==> config.mk <==
export PLATFORM = sky130hd
export DESIGN_NAME = frame_compositor
export DESIGN_NICKNAME = d
export VERILOG_FILES = /design/src/rtl/frame_compositor.sv
export SDC_FILE = /design/constraint.sdc
export NUM_CORES = 1
export LEC_CHECK = 0
export CORE_MARGIN = 2
export CORE_UTILIZATION = 60
export CTS_BUF_LIST = sky130_fd_sc_hd__clkbuf_4 sky130_fd_sc_hd__clkbuf_8
export CTS_CLUSTER_SIZE = 40
export DETAILED_ROUTE_END_ITERATION = 8
export PLACE_DENSITY = 0.95
export SYNTH_ARGS = -nofsm -noshare
export SYNTH_HDL_FRONTEND = slang
export SYNTH_SLANG_ARGS = --single-unit
==> constraint.sdc <==
create_clock -name vga_clk -period 11.44 [get_ports vga_clk]
set_input_delay 1.144 -clock vga_clk [delete_from_list [all_inputs] [get_ports vga_clk]]
set_output_delay 1.144 -clock vga_clk [all_outputs]
set_load 0.01 [all_outputs]
==> src/rtl/frame_compositor.sv <==
`default_nettype none
// ============================================================================
// Module   : frame_compositor
// Brief    : Final pixel stage between the background/sprite mappers and the
//            VGA pins. Picks sprite over background, blacks out the blanking
//            region, applies a frame-synchronous fade (levels 0..15), and
//            delays hs/vs/blank so they line up with the mappers' RGB.
// Revision : 1.0 - initial release
// ============================================================================
module frame_compositor #(
    parameter int SYNC_DELAY      = 2,
    parameter int FRAMES_PER_STEP = 4,
    parameter int RESET_LEVEL     = 15
) (
    input  logic       vga_clk,
    input  logic       reset_n,
    input  logic       hs_in,
    input  logic       vs_in,
    input  logic       blank_in,
    input  logic [3:0] bg_red,
    input  logic [3:0] bg_green,
    input  logic [3:0] bg_blue,
    input  logic [3:0] sp_red,
    input  logic [3:0] sp_green,
    input  logic [3:0] sp_blue,
    input  logic       sp_valid,
    input  logic       fade_start,
    input  logic       fade_dir,
    output logic [3:0] red,
    output logic [3:0] green,
    output logic [3:0] blue,
    output logic       hs_out,
    output logic       vs_out,
    output logic       blank_out,
    output logic [3:0] fade_level,
    output logic       fade_busy,
    output logic       fade_done
);

    typedef enum logic [0:0] {
        IDLE   = 1'b0,
        FADING = 1'b1
    } state_t;

    localparam logic [7:0] c_last_count  = 8'(FRAMES_PER_STEP - 1);
    localparam logic [3:0] c_reset_level = 4'(RESET_LEVEL);
    localparam logic [3:0] c_level_max   = 4'hF;
    localparam logic [3:0] c_level_min   = 4'h0;

    // Sync delay line: stage 0 takes the raw controller syncs
    logic [SYNC_DELAY-1:0] r_hs_dly;
    logic [SYNC_DELAY-1:0] r_vs_dly;
    logic [SYNC_DELAY-1:0] r_blank_dly;

    logic       r_hs_out;
    logic       r_vs_out;
    logic       r_blank_out;
    logic [3:0] r_red;
    logic [3:0] r_green;
    logic [3:0] r_blue;

    logic       r_vs_prev;
    logic       w_frame_tick;

    state_t     r_state;
    state_t     w_state_nxt;
    logic [3:0] r_level;
    logic [3:0] w_level_nxt;
    logic [7:0] r_count;
    logic [7:0] w_count_nxt;
    logic       r_dir;
    logic       w_dir_nxt;
    logic       r_done;
    logic       w_done_nxt;
    logic [3:0] w_target;
    logic [3:0] w_start_target;
    logic [3:0] w_step_level;

    logic       w_blank_d;
    logic [3:0] w_sel_red;
    logic [3:0] w_sel_green;
    logic [3:0] w_sel_blue;

    // Brightness scaling: (c * (level + 1)) >> 4 in an 8-bit product, so
    // level 15 is an exact pass-through and level 0 is always black.
    function automatic logic [3:0] scale(input logic [3:0] c, input logic [3:0] lvl);
        logic [7:0] prod;
        prod = {4'b0000, c} * ({4'b0000, lvl} + 8'd1);
        return prod[7:4];
    endfunction

    genvar i;
    generate
        for (i = 0; i < SYNC_DELAY; i++) begin : g_sync_dly
            if (i == 0) begin : g_first
                // First delay stage captures the raw controller syncs
                always_ff @(posedge vga_clk or negedge reset_n) begin
                    if (!reset_n) begin
                        r_hs_dly[0]    <= 1'b1;
                        r_vs_dly[0]    <= 1'b1;
                        r_blank_dly[0] <= 1'b0;
                    end else begin
                        r_hs_dly[0]    <= hs_in;
                        r_vs_dly[0]    <= vs_in;
                        r_blank_dly[0] <= blank_in;
                    end
                end
            end else begin : g_next
                // Later stages shift the syncs one cycle further
                always_ff @(posedge vga_clk or negedge reset_n) begin
                    if (!reset_n) begin
                        r_hs_dly[i]    <= 1'b1;
                        r_vs_dly[i]    <= 1'b1;
                        r_blank_dly[i] <= 1'b0;
                    end else begin
                        r_hs_dly[i]    <= r_hs_dly[i-1];
                        r_vs_dly[i]    <= r_vs_dly[i-1];
                        r_blank_dly[i] <= r_blank_dly[i-1];
                    end
                end
            end
        end
    endgenerate

    // Delayed blank is aligned with the mapper RGB arriving this cycle
    assign w_blank_d = r_blank_dly[SYNC_DELAY-1];

    // Colour select: black outside the active area, sprite wins over background
    always_comb begin
        w_sel_red   = 4'h0;
        w_sel_green = 4'h0;
        w_sel_blue  = 4'h0;
        if (w_blank_d) begin
            if (sp_valid) begin
                w_sel_red   = sp_red;
                w_sel_green = sp_green;
                w_sel_blue  = sp_blue;
            end else begin
                w_sel_red   = bg_red;
                w_sel_green = bg_green;
                w_sel_blue  = bg_blue;
            end
        end
    end

    // Output register for the faded pixel and the delayed syncs
    always_ff @(posedge vga_clk or negedge reset_n) begin
        if (!reset_n) begin
            r_red       <= 4'h0;
            r_green     <= 4'h0;
            r_blue      <= 4'h0;
            r_hs_out    <= 1'b1;
            r_vs_out    <= 1'b1;
            r_blank_out <= 1'b0;
        end else begin
            r_red       <= scale(w_sel_red,   r_level);
            r_green     <= scale(w_sel_green, r_level);
            r_blue      <= scale(w_sel_blue,  r_level);
            r_hs_out    <= r_hs_dly[SYNC_DELAY-1];
            r_vs_out    <= r_vs_dly[SYNC_DELAY-1];
            r_blank_out <= w_blank_d;
        end
    end

    // Remember raw vs to detect the start of a new frame
    always_ff @(posedge vga_clk or negedge reset_n) begin
        if (!reset_n) begin
            r_vs_prev <= 1'b1;
        end else begin
            r_vs_prev <= vs_in;
        end
    end

    // Frame boundary strobe on the falling edge of raw vs
    assign w_frame_tick = r_vs_prev & ~vs_in;

    // Fade FSM state and datapath registers
    always_ff @(posedge vga_clk or negedge reset_n) begin
        if (!reset_n) begin
            r_state <= IDLE;
            r_level <= c_reset_level;
            r_count <= 8'd0;
            r_dir   <= 1'b0;
            r_done  <= 1'b0;
        end else begin
            r_state <= w_state_nxt;
            r_level <= w_level_nxt;
            r_count <= w_count_nxt;
            r_dir   <= w_dir_nxt;
            r_done  <= w_done_nxt;
        end
    end

    // Fade FSM next-state: start/ignore requests, count frames, step level
    always_comb begin
        w_state_nxt    = r_state;
        w_level_nxt    = r_level;
        w_count_nxt    = r_count;
        w_dir_nxt      = r_dir;
        w_done_nxt     = 1'b0;
        w_target       = r_dir ? c_level_max : c_level_min;
        w_start_target = fade_dir ? c_level_max : c_level_min;
        // Saturating single step toward the latched direction
        if (r_dir) begin
            w_step_level = (r_level == c_level_max) ? r_level : r_level + 4'd1;
        end else begin
            w_step_level = (r_level == c_level_min) ? r_level : r_level - 4'd1;
        end

        case (r_state)
            IDLE: begin
                if (fade_start) begin
                    w_dir_nxt = fade_dir;
                    if (r_level == w_start_target) begin
                        w_done_nxt = 1'b1;
                    end else begin
                        w_state_nxt = FADING;
                        w_count_nxt = 8'd0;
                    end
                end
            end
            FADING: begin
                if (w_frame_tick) begin
                    if (r_count == c_last_count) begin
                        w_level_nxt = w_step_level;
                        w_count_nxt = 8'd0;
                        if (w_step_level == w_target) begin
                            w_state_nxt = IDLE;
                            w_done_nxt  = 1'b1;
                        end
                    end else begin
                        w_count_nxt = r_count + 8'd1;
                    end
                end
            end
            default: begin
                w_state_nxt = IDLE;
            end
        endcase
    end

    assign red        = r_red;
    assign green      = r_green;
    assign blue       = r_blue;
    assign hs_out     = r_hs_out;
    assign vs_out     = r_vs_out;
    assign blank_out  = r_blank_out;
    assign fade_level = r_level;
    assign fade_busy  = (r_state == FADING);
    assign fade_done  = r_done;

endmodule
`default_nettype wire
==> metrics list, run 1 <==
- Sorting the synthesized cells by how often they occur yields sky130_fd_sc_hd__nand2_1, sky130_fd_sc_hd__ha_1, sky130_fd_sc_hd__inv_1, sky130_fd_sc_hd__dfrtp_1, sky130_fd_sc_hd__nor2_1.
* Clk root buf: sky130_fd_sc_hd__clkbuf_8
* Clock transition at path regs: 0.07 ns
* P per Cell Area: about 140 nW/µm²
- In this run the vertical extent of the chip is 75.2 µm.
* Maximum Capacitance Violations: 0
- Tot GR Track Use: 27.1%
- The core region is 4820 µm².
- For this run, the share of the core covered by cells in the final layout is 76.9%.
- Peak VDD IR: 0.0749 mV
- Share of final-layout standard cells stronger than drive strength 1: roughly 9%
- After clock tree synthesis, the setup repair step added 0 buffers.
* Number of H-tree levels: 2
- The initial utilization of the core area, before any placement, comes to approximately 63%.
- Synthesis produced a netlist whose cell count is between 300 and 400.
- TritonCTS clock tree: yes
* Wirelength per Cell: between 15 and 20 µm
* Arrival @ worst endpoint: 5.43 ns
* CTS Hold Buffers Added: 0
- The via count of the first global-routing pass is about 2,700.
- Average footprint of a synthesized cell: roughly 9.2 µm²
- Syn Std Cell Area: approximately 3000 µm²
* Number of antenna violations at the first check in global routing: 0
- Pin count of the biggest net entering global routing: 37
- Detailed routing inserted a total of 2,620 vias.
- Most used flip-flop cell after synthesis: sky130_fd_sc_hd__dfrtp_1
- Required time at the endpoint of the critical path: approximately 12 ns
- #FFs+latches synth: 36
- For this run, the top clock speed supported by timing is between 150 and 200 MHz.
- For this run, the post-layout net count is roughly 460.
- Count of nets left with antenna violations after detail routing: 0
- Register area share after synthesis: between 30% and 40%
- Inserted Diodes: 0
- The worst setup path is of the in2reg kind.
- Of all cell types, the one taking the most synthesized area is sky130_fd_sc_hd__dfrtp_1.
- The floorplan step defined a die boundary enclosing 5660 µm².
- Share of async-settable or async-resettable flops after synthesis: between 90% and 100%
- For this run, the number of Yosys warnings is 0.
- The path class of the tightest hold or removal check is reg2reg.
* Ranking of synthesized cells by area: sky130_fd_sc_hd__dfrtp_1, sky130_fd_sc_hd__ha_1, sky130_fd_sc_hd__fa_1, sky130_fd_sc_hd__dfstp_2, sky130_fd_sc_hd__xnor2_1
- For this design the static power due to leakage is 1.74 nW.
* Layout area overhead: 21.8%
- The final count of pins violating max slew is 0.
- For this design the top-level I/O count stands at 53.
- Clock latency on the worst-skew pair, taken at its later pin, is ~0.3 ns.
* Critical path fanouts, max: 14
* TritonCTS buffer count: 5
- Count of final setup violators: 0
* Vias per std cell: 5.87
- Port-buffer cells: 52
- For this run, design rule violations remaining after detail routing come to 0.
- For this block, the routed nets add up to between 6000 and 7000 µm of wire.
- Final HPWL from detailed placement: between 5000 and 6000 µm
- STA classifies the critical path endpoint as a register.
- Final weighted congestion in routability-driven placement: about 0.86
- When the netlist entered floorplanning its net count stood at approximately 400.
* Ratio of final minimum period to clock period: between 40 and 50%
- Post-CTS resize count: 0
- Run status: finished, final reports clean
* Number of library cell types mapped by synthesis: 47
* Hold violation count in the final report: 0
- Total negative slack for setup checks: 0 ns
- In this run, the number of DRC markers left after iteration 0 of detailed routing was 279.
* Post-synth EDFFs: 0
- The floorplan has 25 rows.
* Die Wd: ~75 µm
- Clock skew on the completed layout was measured at approximately 0.0080 ns.
- Clock Path Buffers: 2
- The worst setup path is launched from a primary input.
* Max-slew headroom at the worst pin: 47.3%
- Grt ovf: 0
* Final worst path period need: 5.21 ns
- First-pass GRT wire length: 11,500 µm
- Actual transition at the worst max-transition pin: roughly 0.8 ns
- For this run, the detailed router's first-pass iteration total came to 5.
- Clock tree synthesis found a total of 36 sinks.
- Setup repair after global routing left no endpoint under its margin.
- In the post-synthesis netlist, the cell with the most instances is sky130_fd_sc_hd__nand2_1.
- The top cell type by area accounts for around a fifth of the synthesized area.
cells by family after synthesis:
group	Yosys count	synth area share, %
mux	13	4.48
fa+ha+maj	45	22.2
buf+inv	42	5.51
compound gates	52	10.8
xor+xnor	23	6.62
flops	36	30.0
simple gates	119	20.4
layout make-up:
type | count | area (µm²)
Sequential cell | 36 | 913
Multi-Input combinational cell | 252 | 1960
Clock buffer | 6 | 76.3
Inverter | 30 | 113
Clock inverter | 2 | 35.0
Fill cell | 322 | 1110
Timing Repair Buffer | 53 | 523
Tap cell | 67 | 83.8
per-layer routing:
layer | vias to the layer above | part of all wire [%] | track usage [%]
met2 | 105 | 52 | 46.5
met3 | 29 | 5.4 | 4.95
li1 | 1211 | - | -
met4 | 0 | 3.3 | 14.4
met1 | 1275 | 40 | 32.4
met5 | - | 0 | 0
stage by stage:
| step | power (mW) | cells | setup slack [ns] | hold slack [ns] | cell area [µm²] |
|---|---|---|---|---|---|
| 3_5_place_dp | 0.398 | 438 | 6.05 | 0.335 | 3590 |
| 5_1_grt | 0.552 | 446 | 6.04 | 0.357 | 3710 |
| 6_report | 0.516 | 446 | 6.23 | 0.349 | 3710 |
| 4_1_cts | 0.516 | 446 | 6.30 | 0.351 | 3710 |
| 3_3_place_gp | 0.386 | 438 | 6.26 | 0.334 | 3590 |
| 2_1_floorplan | 0.323 | 330 | 7.19 | 0.331 | 3040 |
critical path, cell delays in order:
cell and delay, ns:
sky130_fd_sc_hd__clkdlybuf4s50_1 0.92, sky130_fd_sc_hd__mux2i_1 0.20, sky130_fd_sc_hd__nor2b_1 0.30, sky130_fd_sc_hd__nand2_1 0.13, sky130_fd_sc_hd__fa_1 0.56, sky130_fd_sc_hd__inv_1 0.06, sky130_fd_sc_hd__fa_1 0.49, sky130_fd_sc_hd__ha_1 0.30
sky130_fd_sc_hd__nand4b_1 0.13, sky130_fd_sc_hd__nor4b_1 0.46, sky130_fd_sc_hd__a21oi_1 0.24, sky130_fd_sc_hd__o21ai_0 0.33, sky130_fd_sc_hd__xnor2_1 0.15
sequential cells by signal, indices dropped and copies added (netlist names):
register,flops
r_vs_dly,1
fade_busy,1
fade_done,1
r_count,8
vs_out,1
blue,4
r_dir,1
red,4
r_blank_dly,1
green,4
r_vs_prev,1
fade_level,4
hs_out,1
w_blank_d,1
r_hs_dly,2
blank_out,1
layout by cell type, fill, tap and decap left out, drive strengths merged, types with 7 or more instances in the layout:
| cell | n |
|---|---|
| o21ai | 17 |
| inv | 30 |
| nor2b | 13 |
| fa | 15 |
| clkdlybuf4s50 | 51 |
| xnor2 | 17 |
| dfrtp | 26 |
| ha | 30 |
| dfstp | 10 |
| nand2b | 7 |
| nand3 | 14 |
| a21oi | 8 |
| mux2i | 8 |
| nor2 | 25 |
| nand2 | 32 |
worst paths after layout:
check                          startpoint         to  slack, ns  depth (start not counted)
max reg2reg                 fade_level[0]   green[3]       6.90                         12
min in group asynchronous         reset_n     red[1]       0.91                          1
min reg2reg                r_blank_dly[0]  w_blank_d       0.35                          0
max in group asynchronous         reset_n   green[3]      10.01                          1
max                              sp_valid   green[3]       6.23                         13
min                        r_blank_dly[0]  w_blank_d       0.35                          0
power by group:
part           internal (mW)  leakage (nW)  switching (mW)
registers              0.152         0.446          0.0276
logic                 0.0999          1.23           0.122
clock network         0.0670        0.0586          0.0475
Note: power is estimated with default switching activity, not from simulation.
==> inputs of run 2 (changes only) <==
Settings changed: CORE_UTILIZATION 60 to 55, PLACE_DENSITY 0.95 to 0.89.
Clock period 11.44 ns to 5.23 ns, I/O delays scaled along.
==> metrics list, run 2 (same netlist as run 1, synthesis figures left out) <==
* Run status: finished, final reports clean
- Hold violation count in the final report: 0
* Met1 Usage GRT: between 20% and 30%
- The floorplan step defined a core boundary enclosing approximately 5400 µm².
- TritonCTS built the clock tree.
* Global route hottest layer: met2
* Type of the setup path with the least slack: in2reg
- Across all hold checks on the routed design, the worst slack comes to about 0.36 ns.
- For this design, the slowest cell found on the critical path is sky130_fd_sc_hd__clkdlybuf4s50_1.
- Post-CTS resize count: 0
- Proportion of total power due to net switching: 38.6%
- For this design the total switching power over the nets is 0.417 mW.
- Dividing the detail-routed via count by the number of cells gives around 5.5.
- Vias in the first global route: 2,640
* Router iterations before antenna repair: 4
- Total negative slack for setup checks: 0 ns
- Final HPWL from detailed placement: ~5000 µm
* Total Die Area: 6140 µm²
- Pin count of the biggest net entering global routing: 37
- Met3 track demand over resource in global routing: between 3 and 4%
- Count of final setup violators: 0
* Cell row count: 27
- Share of final-layout standard cells stronger than drive strength 1: about 9%
- The number of placed instances, taps included, is between 400 and 500.
- The congestion estimate from routability-driven global placement came to 0.935.
- Clock tree synthesis found a total of 36 sinks.
- In this design, the stage delay of the slowest critical-path cell is ~0.95 ns.
- For this run, the post-layout net count is 456.
- The worst-case IR drop observed on VDD is around 0.17 mV.
- Register with the most flip-flops: r_count
* Class of the worst hold path: reg2reg
* Part of the power in registers: a little over a third
* Relative contribution of the clock network to total power: about a fifth
- Static Leak: 1.73 nW
- Cell type with the highest occurrence count on the critical path: sky130_fd_sc_hd__fa_1
- STA classifies the critical path endpoint as a register.
* Met2 routing resource usage after global routing: between 40% and 50%
- After detailed routing, the total wire length is 6450 µm.
* Count of nets left with antenna violations after detail routing: 0
- Clock transition at path regs: 0.07 ns
- Grt ovf: 0
* Final cell count without fillers: 452
- Arrival @ worst endpoint: between 4 and 5 ns
- Wirelength per Cell: around 14 µm
- 53 I/O pins were placed.
- CTS Hold Buffers Added: 0
- In this run the tightest slew margin relative to its limit is between 50% and 60%.
- Clock skew after layout: 0.0107 ns
- Of the available clock period, the critical path in the final layout requires a little over four fifths.
- Flip-flop count of the largest register, all copies and words added: 8
- Actual transition at the worst max-transition pin: around 0.74 ns
* Residual DRC count: 0
- DIE HEIGHT: approximately 78 µm
* Cells traversed along the worst timing path: clkdlybuf4s50_1 -> mux2i_1 -> nor2b_1 -> nand2_1 -> fa_1 -> inv_1 -> fa_1 -> ha_1 -> nand4b_1 -> nor4b_1 -> a21oi_1 -> o21ai_0 -> xnor2_1
- Final worst path period need: between 4 and 5 ns
- Combinational logic burns between 40 and 50% of the power.
- Critical Path Start Type: primary input
* Critical path fanouts, max: 14
- Count of buffers added by post-CTS timing repair for setup: 0
* Tot GR Track Use: ~23%
- Clk root buf: sky130_fd_sc_hd__clkbuf_8
- Port buffering added 52 buffers.
- TritonCTS buffer count: 5
- Inserted Diodes: 0
- P per Cell Area: 291 nW/µm²
* Highest attainable clock frequency: between 200 and 250 MHz
- Effective utilization at floorplan: about 56%
- Number of H-tree levels: 2
* Via count: 2,481
- Leaving out fill and tap cells, the most frequent cell in the layout is sky130_fd_sc_hd__clkdlybuf4s50_1.
- Maximum Capacitance Violations: 0
* Setup repair after global routing missed its margin: false
- From synthesis to final layout, the design area changed by 22.0%.
* Internal Dissipation: ~0.66 mW
- Clock Path Buffers: 2
- Leaving out fill and tap cells, the most frequent cells in the layout are sky130_fd_sc_hd__clkdlybuf4s50_1, sky130_fd_sc_hd__nand2_1, sky130_fd_sc_hd__inv_1, sky130_fd_sc_hd__ha_1, sky130_fd_sc_hd__dfrtp_1.
* Required time at the endpoint of the critical path: approximately 5.4 ns
* First-pass GRT wire length: approximately 11,000 µm
- Number of antenna violations at the first check in global routing: 0
- Die Wd: about 80 µm
- The final count of pins violating max slew was 0.
- The clock reaches the later pin of the worst-skew pair after 0.29 ns.
- Violation count after the first detailed-routing iteration: 221
-- run 2: path summary, 6_finish.rpt --
path                                from        end  slack, ns  cells past startpoint
max in group asynchronous        reset_n  r_vs_prev       4.23                      2
min reg2reg                  r_vs_dly[1]     vs_out       0.36                      0
max reg2reg                fade_level[0]   green[3]       0.91                     12
min                          r_vs_dly[1]     vs_out       0.36                      0
min in group asynchronous        reset_n     red[3]       0.64                      2
max                             sp_valid   green[3]       0.79                     13
-- run 2: routing by layer --
metal  share of wire, %  vias up
met5                  0        -
met4                2.3        0
met3                4.2       15
met2                 52       76
met1                 42     1178
li1                   -     1212
-- run 2: stage by stage --
| stage | area [µm²] | utilization, % | setup WS (ns) | total power [mW] |
|---|---|---|---|---|
| floorplan | 3040 | - | 1.40 | 0.706 |
| global placement | 3610 | 66.4 | 0.684 | 0.846 |
| detailed placement | 3610 | 66.4 | 0.471 | 0.869 |
| CTS | 3710 | 68.2 | 0.767 | 1.09 |
| global route | 3710 | 68.2 | 0.511 | 1.17 |
| finish | 3710 | 68.2 | 0.791 | 1.08 |
-- run 2: layout make-up --
| type | count | area, µm² |
|---|---|---|
| Timing Repair Buffer | 54 | 536 |
| Tap cell | 72 | 90.1 |
| Fill cell | 431 | 1730 |
| Multi-Input combinational cell | 252 | 1960 |
| Sequential cell | 36 | 913 |
| Inverter | 30 | 113 |
| Clock buffer | 7 | 90.1 |
| Clock inverter | 1 | 7.51 |
-- run 2: power by group through the flow --
stage          clock network (mW)  logic (mW)  registers (mW)
2_1_floorplan                   0       0.325           0.381
3_5_place_dp                    0       0.473           0.397
5_1_grt                     0.233       0.534           0.402
4_1_cts                     0.216       0.478           0.392
6_report                    0.209       0.478           0.394
3_3_place_gp                    0       0.452           0.394
-- run 2: worst max-delay path, delay by kind of cell --
kind            cells  cell delay, ns
buf+inv             2            1.01
fa+ha+maj           3            1.29
xor+xnor            1            0.14
simple gates        4            0.95
compound gates      2            0.49
mux                 1            0.26
